<file path="src/rtl/tfmc_pkg.sv">
// Shared constants for the ticket vending control FSM: state codes, routing codes, coin values, prices.
// Latency: none (declarations and pure functions only).
// Backpressure: not applicable.
package tfmc_pkg;

   // State codes S1..S10 map to 0..9
   localparam logic [3:0] S1  = 4'd0;
   localparam logic [3:0] S2  = 4'd1;
   localparam logic [3:0] S3  = 4'd2;
   localparam logic [3:0] S4  = 4'd3;
   localparam logic [3:0] S5  = 4'd4;
   localparam logic [3:0] S6  = 4'd5;
   localparam logic [3:0] S7  = 4'd6;
   localparam logic [3:0] S8  = 4'd7;
   localparam logic [3:0] S9  = 4'd8;
   localparam logic [3:0] S10 = 4'd9;

   // Routing decision reported after the payment comparison
   localparam logic [3:0] RET_MORE   = 4'd1;
   localparam logic [3:0] RET_CHANGE = 4'd6;
   localparam logic [3:0] RET_PRINT  = 4'd7;

   // Coin values in baht
   localparam logic [7:0] COIN_1  = 8'd1;
   localparam logic [7:0] COIN_2  = 8'd2;
   localparam logic [7:0] COIN_5  = 8'd5;
   localparam logic [7:0] COIN_10 = 8'd10;

   // Fare for each destination key
   function automatic logic [7:0] price_of(input logic [2:0] d);
      logic [7:0] p;
      case (d)
         3'd0:    p = 8'd15;
         3'd1:    p = 8'd20;
         3'd2:    p = 8'd25;
         3'd3:    p = 8'd30;
         3'd4:    p = 8'd35;
         3'd5:    p = 8'd40;
         3'd6:    p = 8'd45;
         default: p = 8'd50;
      endcase
      return p;
   endfunction

   // True when exactly one bit is set
   function automatic logic is_onehot8(input logic [7:0] v);
      return (v != 8'd0) && ((v & (v - 8'd1)) == 8'd0);
   endfunction

   // Index of the set bit of a one-hot byte
   function automatic logic [2:0] onehot_idx(input logic [7:0] v);
      logic [2:0] idx;
      idx = 3'd0;
      for (int i = 0; i < 8; i++) begin
         if (v[i]) idx = i[2:0];
      end
      return idx;
   endfunction

   // Value of a one-hot coin code; zero for anything that is not a single coin
   function automatic logic [7:0] coin_value(input logic [3:0] v);
      logic [7:0] c;
      case (v)
         4'b0001: c = COIN_1;
         4'b0010: c = COIN_2;
         4'b0100: c = COIN_5;
         4'b1000: c = COIN_10;
         default: c = 8'd0;
      endcase
      return c;
   endfunction

endpackage

</file>
<file path="src/rtl/tfmc_price_lut.sv">
// Fare lookup: 3-bit destination index to 8-bit price in baht.
// Latency: combinational.
// Backpressure: none.
module tfmc_price_lut
   import tfmc_pkg::*;
(
   input  logic [2:0] dest,
   output logic [7:0] price
);

   assign price = price_of(dest);

endmodule

</file>
<file path="src/rtl/ticket_vending_fsm.sv">
// Ticket vending control FSM: destination select, coin payment, change, print, pickup wait.
// Latency: one state per clock; state_cmpm is registered and trails each state exit by one cycle.
// Backpressure: none; select/coin/sensor inputs are level-sampled and waited on indefinitely.
// Optional build macro COIN_TIMEOUT_EN: auto-cancel after TIMEOUT_CYCLES idle cycles in the coin state.
module ticket_vending_fsm
   import tfmc_pkg::*;
#(
   parameter int TIMEOUT_CYCLES = 1000
)
(
   input  logic       clkm,
   input  logic       rstm,
   input  logic       reset_button,
   input  logic       sensor_t,
   input  logic [7:0] DATA_inm,
   output logic       state_cmpm,
   output logic [3:0] return_state
);

   logic [3:0] state;
   logic [2:0] dest;
   logic [7:0] price;
   logic [7:0] paid;
   logic [7:0] coin;
   logic [7:0] change;
   logic       cancel;
   logic       lt;
   logic       gt;
   logic       key_seen;   // a valid destination key is being held
   logic       coin_seen;  // a valid coin is being held

   logic       key_ok;
   logic       coin_ok;
   logic       timeout;
   logic       cancel_req;
   logic [7:0] lut_price;
   logic [8:0] sum9;

   tfmc_price_lut u_price_lut (
      .dest  (dest),
      .price (lut_price)
   );

   assign key_ok     = is_onehot8(DATA_inm);
   assign coin_ok    = (DATA_inm[7:4] == 4'd0) && (coin_value(DATA_inm[3:0]) != 8'd0);
   assign sum9       = {1'b0, paid} + {1'b0, coin};
   assign cancel_req = (state <= S3) && (reset_button || timeout);

`ifdef COIN_TIMEOUT_EN
   logic [31:0] idle_cnt;

   // Count idle cycles in the coin state; any valid coin restarts the count
   always_ff @(posedge clkm) begin
      if (rstm || state != S3 || coin_ok) idle_cnt <= 32'd0;
      else if (!timeout)                  idle_cnt <= idle_cnt + 32'd1;
   end

   assign timeout = (state == S3) && (idle_cnt >= 32'(TIMEOUT_CYCLES - 1));
`else
   logic unused_timeout_cfg;
   assign unused_timeout_cfg = ^TIMEOUT_CYCLES;
   assign timeout            = 1'b0;
`endif

   // Main sequencer: cancel takes priority over any completion in S1..S3
   always_ff @(posedge clkm) begin
      if (rstm) begin
         state        <= S1;
         state_cmpm   <= 1'b0;
         return_state <= 4'd0;
         dest         <= 3'd0;
         price        <= 8'd0;
         paid         <= 8'd0;
         coin         <= 8'd0;
         change       <= 8'd0;
         cancel       <= 1'b0;
         lt           <= 1'b0;
         gt           <= 1'b0;
         key_seen     <= 1'b0;
         coin_seen    <= 1'b0;
      end else begin
         state_cmpm <= 1'b0;
         if (cancel_req) begin
            key_seen  <= 1'b0;
            coin_seen <= 1'b0;
            if (paid == 8'd0) begin
               // Nothing to refund: drop the selection and start over
               state  <= S1;
               dest   <= 3'd0;
               price  <= 8'd0;
               coin   <= 8'd0;
               change <= 8'd0;
               cancel <= 1'b0;
            end else begin
               cancel <= 1'b1;
               state  <= S7;
            end
         end else begin
            case (state)
               S1: begin
                  if (key_ok) begin
                     dest     <= onehot_idx(DATA_inm);
                     key_seen <= 1'b1;
                  end else if (DATA_inm == 8'd0 && key_seen) begin
                     key_seen   <= 1'b0;
                     state      <= S2;
                     state_cmpm <= 1'b1;
                  end
               end
               S2: begin
                  price      <= lut_price;
                  state      <= S3;
                  state_cmpm <= 1'b1;
               end
               S3: begin
                  if (coin_ok) begin
                     coin      <= coin_value(DATA_inm[3:0]);
                     coin_seen <= 1'b1;
                  end else if (DATA_inm == 8'd0 && coin_seen) begin
                     coin_seen  <= 1'b0;
                     state      <= S4;
                     state_cmpm <= 1'b1;
                  end
               end
               S4: begin
                  paid       <= sum9[8] ? 8'hFF : sum9[7:0];
                  state      <= S5;
                  state_cmpm <= 1'b1;
               end
               S5: begin
                  lt         <= paid < price;
                  gt         <= paid > price;
                  state      <= S6;
                  state_cmpm <= 1'b1;
               end
               S6: begin
                  state_cmpm <= 1'b1;
                  if (lt) begin
                     return_state <= RET_MORE;
                     state        <= S2;
                  end else if (gt) begin
                     return_state <= RET_CHANGE;
                     state        <= S7;
                  end else begin
                     return_state <= RET_PRINT;
                     state        <= S8;
                  end
               end
               S7: begin
                  // A cancelled purchase refunds everything and skips printing
                  change     <= cancel ? paid : (paid - price);
                  state      <= cancel ? S10 : S8;
                  state_cmpm <= 1'b1;
               end
               S8: begin
                  state      <= S9;
                  state_cmpm <= 1'b1;
               end
               S9: begin
                  if (sensor_t) begin
                     state      <= S10;
                     state_cmpm <= 1'b1;
                  end
               end
               S10: begin
                  dest       <= 3'd0;
                  price      <= 8'd0;
                  paid       <= 8'd0;
                  coin       <= 8'd0;
                  change     <= 8'd0;
                  cancel     <= 1'b0;
                  state      <= S1;
                  state_cmpm <= 1'b1;
               end
               default: state <= S1;
            endcase
         end
      end
   end

endmodule

</file>
<file path="config.mk">
export PLATFORM = sky130hd
export DESIGN_NAME = ticket_vending_fsm
export DESIGN_NICKNAME = d
export VERILOG_FILES = /design/src/rtl/tfmc_pkg.sv /design/src/rtl/tfmc_price_lut.sv /design/src/rtl/ticket_vending_fsm.sv
export SDC_FILE = /design/constraint.sdc
export NUM_CORES = 1
export LEC_CHECK = 0
export CAP_MARGIN = 30
export CELL_PAD_IN_SITES_DETAIL_PLACEMENT = 2
export CELL_PAD_IN_SITES_GLOBAL_PLACEMENT = 2
export CORE_UTILIZATION = 32
export DETAILED_ROUTE_END_ITERATION = 7
export GPL_TIMING_DRIVEN = 1
export PLACE_DENSITY_LB_ADDON = 0.1
export SETUP_SLACK_MARGIN = 0.3
export SYNTH_ARGS = -nofsm -noshare
export SYNTH_HDL_FRONTEND = slang
export SYNTH_SLANG_ARGS = --single-unit
</file>
<file path="constraint.sdc">
create_clock -name clkm -period 2.09 [get_ports clkm]
set_input_delay 0.209 -clock clkm [delete_from_list [all_inputs] [get_ports clkm]]
set_output_delay 0.209 -clock clkm [all_outputs]
set_load 0.005 [all_outputs]
</file>
# == Word level (Yosys, flattened, before mapping) ==
# Cells that the tools add are included.
# totals
output_inout_bits,5
memories,0
register_bits,41
rom_bits,0
word_cells,122
mem_bits_rw,0
latchBits,0
# op_classes
n_addsub,2
reduce_logical,31
multipliers,0
div_mod_pow,0
order_cmp,3
mux,45
bitwise_logic,2
eq_ne,27
n_shift,0
# ops
operator,count
one-hot mux 8 bit (2 select lines),3
one-hot mux 6 bit (7 select lines),1
2-to-1 mux 8 bit,5
one-hot mux 4 bit (9 select lines),1
2-to-1 mux 3 bit,11
2-to-1 mux 4 bit,7
zero test 8 bit,3
"!= test 3 bit, second input constant",7
"equality test 4 x 3 -> 1 bit, second input constant",5
one-hot mux 4 bit (4 select lines),1
nonzero test 8 bit,2
2-to-1 mux 1 bit,14
"equality test 4 x 2 -> 1 bit, second input constant",3
"equality test 4 bit, second input constant",3
AND reduction 2 bit,6
adder 8 x 8 -> 9 bit,1
"equality test 3 bit, second input constant",3
nonzero test 3 bit,3
AND 8 bit,1
"equality test 4 x 1 -> 1 bit, second input constant",2
> comparator 8 bit,1
zero test 4 bit,2
less-than comparator 8 bit,1
nonzero test 2 bit,4
other kinds (14),20

# == Longest topological paths before layout ==
# depth
word_depth,10
depth_mapped,9

# == By module ==
# Synthesis repeated with hierarchy kept, for this count alone.
# hier_totals
hier_cells,314
hier_area_um2,2527.4
# by_module_without_submodules
mod,cells_per_inst,area_each_um2,instances,seq_area_each_um2
ticket_vending_fsm,301,2441.1,1,700.7
tfmc_price_lut,13,86.3,1,0.0

# == Worst setup path after synthesis ==
# No wires, ideal clock.
# synth_path
path_kind,flip-flop to flip-flop
startpoint,reg paid[0]
endpoint,reg paid[6]
required_ns,1.959
path_stages_with_launch,10
n_path_buf,0
slack_ns,0.124
t_arrival_ns,1.835
cell_sequence,dfxtp_1 > ha_1 > inv_1 > fa_1 > nor2b_1 > o21ai_1 > a21boi_0 > nand4b_1 > a21oi_1 > nor3_1
# synth_via
elab_chain_cells,3
# synth_lines
element,line,rtl
start: declaration,ticket_vending_fsm.sv:23,logic [7:0] paid;
start signal: assignment,ticket_vending_fsm.sv:126,paid <= sum9[8] ? 8'hFF : sum9[7:0];
adder 8 x 8 -> 9 bit,ticket_vending_fsm.sv:46,"assign sum9 = {1'b0, paid} + {1'b0, coin};"
2-to-1 mux 8 bit,ticket_vending_fsm.sv:126,
one-hot mux 8 bit (2 select lines),ticket_vending_fsm.sv:99,case (state)
# Every way passes these cells.
# A chain may end at the register's enable or synchronous reset.

# == Worst setup path after layout ==
# layout_path
startpoint,reg coin[0]
endpoint,reg paid[6]
# layout_via
elab_chain_cells,3
# layout_lines
element,line,rtl
start: declaration,ticket_vending_fsm.sv:24,logic [7:0] coin;
start signal: assignment,ticket_vending_fsm.sv:117,coin <= coin_value(DATA_inm[3:0]);
adder 8 x 8 -> 9 bit,ticket_vending_fsm.sv:46,
2-to-1 mux 8 bit,ticket_vending_fsm.sv:126,
one-hot mux 8 bit (2 select lines),ticket_vending_fsm.sv:99,
# Every way passes these cells.

==> results by group <==
GRT
  • Grt ovf: 0
  • Overall Global Routing Usage: 0.195
  • Antenna violations before repair: 0
  • Vias in the first global route: 2,247
  • Pin count of the biggest net entering global routing: 14
  • First-pass GRT wire length: 11,300 µm

Detailed routing
  • Total number of vias: 2,189
  • Number of remaining DRC errors: 0
  • Wire per inst: 17.0 µm
  • 1st-pass router iterations: 4
  • Routed wire length: 6970 µm
  • Antenna-violating nets left: 0
  • DR vias/cell: 5.34
  • DRT iter0 DRCs: 24

Timing
  • RSZ-0062 raised after global routing: yes
  • FMAX: 547 MHz
  • Clock skew: 0.00578 ns
  • Setup TNS: 0 ns
  • Tcrit/Tclk final: 0.875
  • Hold Worst Slack: 0.475 ns
  • Final Max Tran Viols: 0
  • Final WS setup: 0.262 ns
  • Setup violations, final: 0
  • Final Hold Viols: 0
  • Fin crit period: 1.83 ns

Worst setup path
  • Critical path data required time: 2.27 ns
  • Data arrival, critical path: 2.01 ns
  • Max stage delay cell, worst path: dfxtp_2
  • Startpoint Class: flop
  • Largest stage delay, worst path: 0.37 ns
  • R2R depth: 9
  • Crit path max fanout: 5
  • Crit Path Category: reg2reg
  • CP cell instances: ha_4, inv_2, fa_2, nor2b_2, o21ai_2, a21boi_4, nand4b_1, a21oi_1, nor3_1
  • Critical path endpoint category: flop

Synth
  • Cell area after synthesis: 2310 µm²
  • Gate Count Post-Synth: 287
  • Ys flop type: dfxtp_1
  • Register area share after synthesis: 0.286
  • Async SR Flop Fraction: 0
  • Register bit count reported by yosys: 33
  • Synth Warn #: 0
  • Number of synthesized flops with an enable pin: 0
  • Synth cell types: 62
  • Mean Syn Cell Area: 8.03 µm²
  • Post-Syn Nets: 314

Power
  • Pwr dens: 449 nW/µm²
  • Static leakage: 1.04 nW
  • Tot Pwr: 1.29 mW
  • Worst IR drop on VDD: 0.192 mV

Placement
  • I/O Buffers: 15
  • DP Area: 2600 µm²
  • DP Worst Slack: 0.0447 ns
  • Placer Congestion: 0.775
  • Dpl hpwl: 5170 µm

Clocking
  • # clock sinks: 33
  • Root Driver: clkbuf_8
  • H-tree depth: 2
  • Clk_lat worst skew: 0.30 ns
  • TritonCTS clock tree: done
  • Cts bufs inserted: 5
  • Reg clk slew, reported paths: 0.07 ns
  • Clock buffer depth: 2
  • Cts hold-fix bufs: 0

Floorplanning
  • Initial core utilization: 0.336
  • I/O pin count: 17
  • DIE AREA: 7550 µm²
  • Row count: 30
  • Die extent in y: 86.9 µm
  • Core area: 6870 µm²
  • Die W: 86.9 µm

Worst hold path
  • Class of the worst hold path: reg2reg
  • Hold path cells: 2

Job
  • Maxcap violations: 0

Layout
  • Fill cell count: 789
  • # diodes: 0
  • Nets: 340
  • Layout cell share with drive strength beyond 1: 0.239
  • Most frequent cells in the layout: a21oi_1, dfxtp_1, buf_4
  • Area growth syn-to-layout: 24.3%
  • Post-route cell area: 2870 µm²

Outcome
  • Status: finished clean
==> worst max-delay path, delay by kind of cell, from the launching register on <==
kind | cells | cell delay [ns]
flops | 1 | 0.37
compound gates | 3 | 0.48
buf+inv | 1 | 0.03
simple gates | 3 | 0.31
fa+ha+maj | 2 | 0.50
==> metal layers <==
metal | vias up | track usage | wire, µm
met1 | 1058 | 0.242 | 3290
met3 | 11 | 0.0379 | 182
met2 | 28 | 0.341 | 3370
met5 | - | 0 | 0
met4 | 0 | 0.0530 | 126
li1 | 1092 | - | -
==> cell families after synthesis <==
family,share of synthesized area
AND/OR/NAND/NOR,0.263
other,0.00163
flip-flops,0.286
AO/OA/AOI/OAI,0.248
XOR/XNOR,0.0190
buffers and inverters,0.0841
adder cells (fa/ha/maj),0.0846
multiplexers,0.0136
==> through the flow <==
step / std cells / util
floorplan: 287 / -
global placement: 398 / 0.378
detailed placement: 398 / 0.378
CTS: 407 / 0.399
global route: 410 / 0.417
finish: 410 / 0.417
==> sequential cells by signal, indices dropped and copies added, names as in the netlist, 2 cells and up <==
signal / count
coin: 4
dest: 3
paid: 8
price: 6
return_state: 2
state: 4
==> cell type report <==
type                    count  area, µm²  share of cell area
clock buffers               6       72.6              0.0253
clock inverters             2       10.0             0.00349
inverters                  20       75.1              0.0262
multi-input cells         216       1590               0.554
flip-flops and latches     33        676               0.236
well taps                  96        120              0.0419
repair buffers             37        325               0.113
==> synthesized netlist by cell type, types with 3 or more instances <==
cell / n / share of area
a211oi_1: 4 / 0.013
a21oi_1: 31 / 0.067
a31oi_1: 4 / 0.011
and2_1: 4 / 0.011
and3_1: 3 / 0.0081
buf_2: 4 / 0.0087
buf_4: 4 / 0.013
buf_6: 4 / 0.020
clkbuf_1: 3 / 0.0049
dfxtp_1: 33 / 0.29
ha_1: 14 / 0.076
inv_1: 19 / 0.031
nand2_1: 19 / 0.031
nand2b_1: 9 / 0.024
nand3_1: 14 / 0.030
nor2_1: 16 / 0.026
nor2b_1: 4 / 0.011
nor3_1: 9 / 0.020
nor4_1: 3 / 0.0081
o211ai_1: 5 / 0.016
o21ai_0: 9 / 0.020
o21ai_1: 4 / 0.0087
o22ai_1: 5 / 0.014
o32ai_1: 4 / 0.015
or3_1: 9 / 0.024
xor2_1: 3 / 0.011
==> path summary, 6_finish.rpt <==
| path | slack (ns) | startpoint | to |
|---|---|---|---|
| hold / removal | 0.47 | price[5]$_SDFFE_PP0P_ | price[5]$_SDFFE_PP0P_ |
| hold reg to reg | 0.47 | price[5]$_SDFFE_PP0P_ | price[5]$_SDFFE_PP0P_ |
| setup / recovery | 0.26 | coin[0]$_SDFFE_PP0P_ | paid[6]$_SDFFE_PP0P_ |
| setup reg to reg | 0.26 | coin[0]$_SDFFE_PP0P_ | paid[6]$_SDFFE_PP0P_ |
==> repair_timing <==
item | 4_1_cts | 5_1_grt
pin swaps | 4 | 11
endpoints found under the hold margin | 0 | 0
gates resized for setup | 16 | 27
endpoints found under the setup margin | 12 | 20
buffers inserted | 1 | 3
==> power breakdown <==
group / internal [mW] / leakage [nW] / switching, mW
clock: 0.231 / 0.0450 / 0.258
sequential: 0.632 / 0.271 / 0.00383
combinational: 0.0717 / 0.723 / 0.0906
No activity file was read; power rests on OpenSTA's default activity.
==> edit: new RTL, same flow settings <==
Add an input register stage for `sensor_t` and `DATA_inm`, with the module's reset; this delays them by one clock.
--- a/src/rtl/ticket_vending_fsm.sv
+++ b/src/rtl/ticket_vending_fsm.sv
@@ -18,2 +18,15 @@
 );
+
+   logic sensor_t_q;
+   logic [7:0] DATA_inm_q;
+
+   always_ff @(posedge clkm) begin
+      if (rstm) begin
+         sensor_t_q <= '0;
+         DATA_inm_q <= '0;
+      end else begin
+         sensor_t_q <= sensor_t;
+         DATA_inm_q <= DATA_inm;
+      end
+   end
 
@@ -43,4 +56,4 @@
 
-   assign key_ok     = is_onehot8(DATA_inm);
-   assign coin_ok    = (DATA_inm[7:4] == 4'd0) && (coin_value(DATA_inm[3:0]) != 8'd0);
+   assign key_ok     = is_onehot8(DATA_inm_q);
+   assign coin_ok    = (DATA_inm_q[7:4] == 4'd0) && (coin_value(DATA_inm_q[3:0]) != 8'd0);
    assign sum9       = {1'b0, paid} + {1'b0, coin};
@@ -101,5 +114,5 @@
                   if (key_ok) begin
-                     dest     <= onehot_idx(DATA_inm);
+                     dest     <= onehot_idx(DATA_inm_q);
                      key_seen <= 1'b1;
-                  end else if (DATA_inm == 8'd0 && key_seen) begin
+                  end else if (DATA_inm_q == 8'd0 && key_seen) begin
                      key_seen   <= 1'b0;
@@ -116,5 +129,5 @@
                   if (coin_ok) begin
-                     coin      <= coin_value(DATA_inm[3:0]);
+                     coin      <= coin_value(DATA_inm_q[3:0]);
                      coin_seen <= 1'b1;
-                  end else if (DATA_inm == 8'd0 && coin_seen) begin
+                  end else if (DATA_inm_q == 8'd0 && coin_seen) begin
                      coin_seen  <= 1'b0;
@@ -159,3 +172,3 @@
                S9: begin
-                  if (sensor_t) begin
+                  if (sensor_t_q) begin
                      state      <= S10;
Behaviour: not the same (a bounded check fails within 4 cycles, from zero or initial values and one cycle with rstm high).
==> edit against the original RTL <==
- worst hold slack got worse by 0.010 ns
- area after synthesis increased by 14%
- critical path type unchanged
- non-clock buffer count increased by 21
- utilization increased by 1.7 points
- wire length increased by 19%
- die area increased by 14%
- design area increased by 19%
- synthesized cell count increased by 13%
- sequential cell count increased by 9
- power increased by 31%
- worst setup slack got worse by 0.13 ns
==> edit: results (changes against the original RTL) <==
| Metric | Value |
|---|---|
| Outcome | completed (unchanged) |
| Insertion delay of the later-clocked pin in the worst-skew pair | roughly 0.29 ns |
| Clk pin slew, worst setup/hold paths | 0.09 ns (was 0.07 ns) |
| Post-synthesis compound-gate area fraction | 19.4% (was 24.8%) |
| Worst Hold Class | input pin to flop (was flop to flop) |
| Share of synthesized cell area in full adder, half adder and majority cells | 7.41% (was 8.46%) |
| Switching power total | 0.468 mW (was 0.352 mW) |
| Detailed Route Iter0 Violations | 25 (was 24) |
| Number of fill cells in the layout | 908 (was 789) |
| XOR/XNOR Fraction of Synth Area | 2.66% (was 1.90%) |
| Met2 Wirelength | 4.29 mm (was 3.37 mm) |
| Multiplexer area fraction after synthesis | 4.18% (was 1.36%) |
| DRT Pass-1 Iters | 2 (was 4) |
| Worst slack at placement | -0.0149 ns (was 0.0447 ns) |
| Non-filler instance count after layout | 471 (was 410) |
| Total nets after synthesis | 352 (was 314) |
| Fin Clk Skew | 0.0110 ns (was 0.00578 ns) |
| Highest ir drop seen on vdd | 0.000263 V (was 0.000192 V) |
| Number of distinct library cells after synthesis | 56 (was 62) |
| All-Layer GR Usage | 19.3% (was 19.5%) |
| Fraction of layout cells with a size suffix above 1 | 26.3% (was 23.9%) |
| Via count normalized by instance count | 5.31 (was 5.34) |
| WP data arrival | 2.17 ns (was 2.01 ns) |
| Standby leakage power | 1.34 nW (was 1.04 nW) |
| Total Nets Final | 395 (was 340) |
| Met3 WL post-DR | 113 um (was 182 um) |
| Met1 layer wirelength in the final routing | 3.83 mm (was 3.29 mm) |
| Global-route wire length before repair | 13.1 mm (was 11.3 mm) |
| Crit path max fanout | 4 (was 5) |
| Via count of the first global-routing pass | 2,635 (was 2,247) |
| Weighted congestion reported at the end of routability-driven placement | 0.714 (was 0.775) |
| Top area cells in the synthesized netlist | dfxtp_1 32%, ha_1 6.6%, a21oi_1 6.3% (was dfxtp_1 29%, ha_1 7.6%, a21oi_1 6.7%) |
| Total routed wirelength | 8.30 mm (was 6.97 mm) |
| Largest registers | DATA_inm_q x8, paid x8, price x6 (was paid x8, price x6) |
| Proportion of synthesized chip area in sequential cells | 31.9% (was 28.6%) |
| Total half-perimeter wirelength after legalization and detailed placement | 5.86 mm (was 5.17 mm) |
| Antenna Cells | 0 (unchanged) |
| Area after DPL | 2990 um2 (was 2600 um2) |
| Top cells by count, synth | 42 x dfxtp_1, 41 x nor2_1, 33 x a21oi_1 (was 33 x dfxtp_1, 31 x a21oi_1, 19 x inv_1, 19 x nand2_1, 16 x nor2_1) |
| Syn Area/Cell | 8.11 um2 (was 8.03 um2) |
-- edit: cell count changes after synthesis, sizes merged, moves of 6 or more --
cell | before | now
nor2 | 19 | 42
nor2b | 4 | 10
dfxtp | 33 | 42
or3 | 9 | 3
mux2i | 2 | 11
nor4 | 5 | 11
nand3 | 14 | 8
-- edit: worst max-delay path, cell delays in order, from the launching register on --
cell	delay [ns]
dfxtp_4	0.37
ha_4	0.14
inv_2	0.03
fa_2	0.33
nor2b_1	0.12
o21a_1	0.16
o21ai_2	0.09
or4_4	0.46
a31oi_4	0.18
-- edit: final cells by class --
type                       count  share of cell area [%]
inverter                      19                    2.09
clock inverter                 1                   0.147
multi-input combinational    242                    51.8
clock buffer                   7                    2.53
sequential                    42                    25.6
timing repair buffer          58                    14.1
tap                          102                    3.75
-- edit: logic make-up (layout without fill, tap and decap cells) --
family	after synthesis	in the layout
AO/OA/AOI/OAI	74	74
adder cells (fa/ha/maj)	15	15
flip-flops	42	42
buffers and inverters	41	85
XOR/XNOR	8	8
AND/OR/NAND/NOR	133	133
multiplexers	11	11
other	1	1
-- edit: repair_timing --
| item | 4_1_cts | 5_1_grt |
|---|---|---|
| setup buffers | 7 | 13 |
| setup endpoints to repair | 22 | 25 |
| gates resized for setup | 18 | 27 |
| pin swaps | 5 | 21 |
-- edit: power by group through the flow --
stage	combinational, mW	sequential, mW	clock, mW
after global routing	0.297	0.857	0.620
after global placement	0.226	0.870	0
after floorplan	0.169	0.852	0
final	0.268	0.852	0.563
after CTS	0.242	0.849	0.586
after detailed placement	0.234	0.872	0
-- edit: final timing paths --
kind / slack (ns) / endpoint / cells after the start / start
max: 0.13 / paid[5]$_SDFFE_PP0P_ / 8 / coin[0]$_SDFFE_PP0P_
min: 0.46 / DATA_inm_q[7]$_SDFF_PP0_ / 2 / DATA_inm[7]
max reg2reg: 0.13 / paid[5]$_SDFFE_PP0P_ / 8 / coin[0]$_SDFFE_PP0P_
min reg2reg: 0.50 / price[5]$_SDFFE_PP0P_ / 2 / price[5]$_SDFFE_PP0P_
-- edit: metal layers --
layer | up-vias | global-route usage, %
met2 | 20 | 36.8
met3 | 6 | 2.63
li1 | 1229 | -
met4 | 0 | 3.08
met5 | - | 0
met1 | 1246 | 23.2
-- edit: stage by stage --
| stage | util (%) | TNS (ns) |
|---|---|---|
| 6_report | 43.4 | 0 |
| 5_1_grt | 43.4 | 0 |
| 4_1_cts | 40.5 | 0 |
| 3_5_place_dp | 38.2 | -0.0318 |
| 3_3_place_gp | 38.2 | 0 |
| 2_1_floorplan | - | 0 |
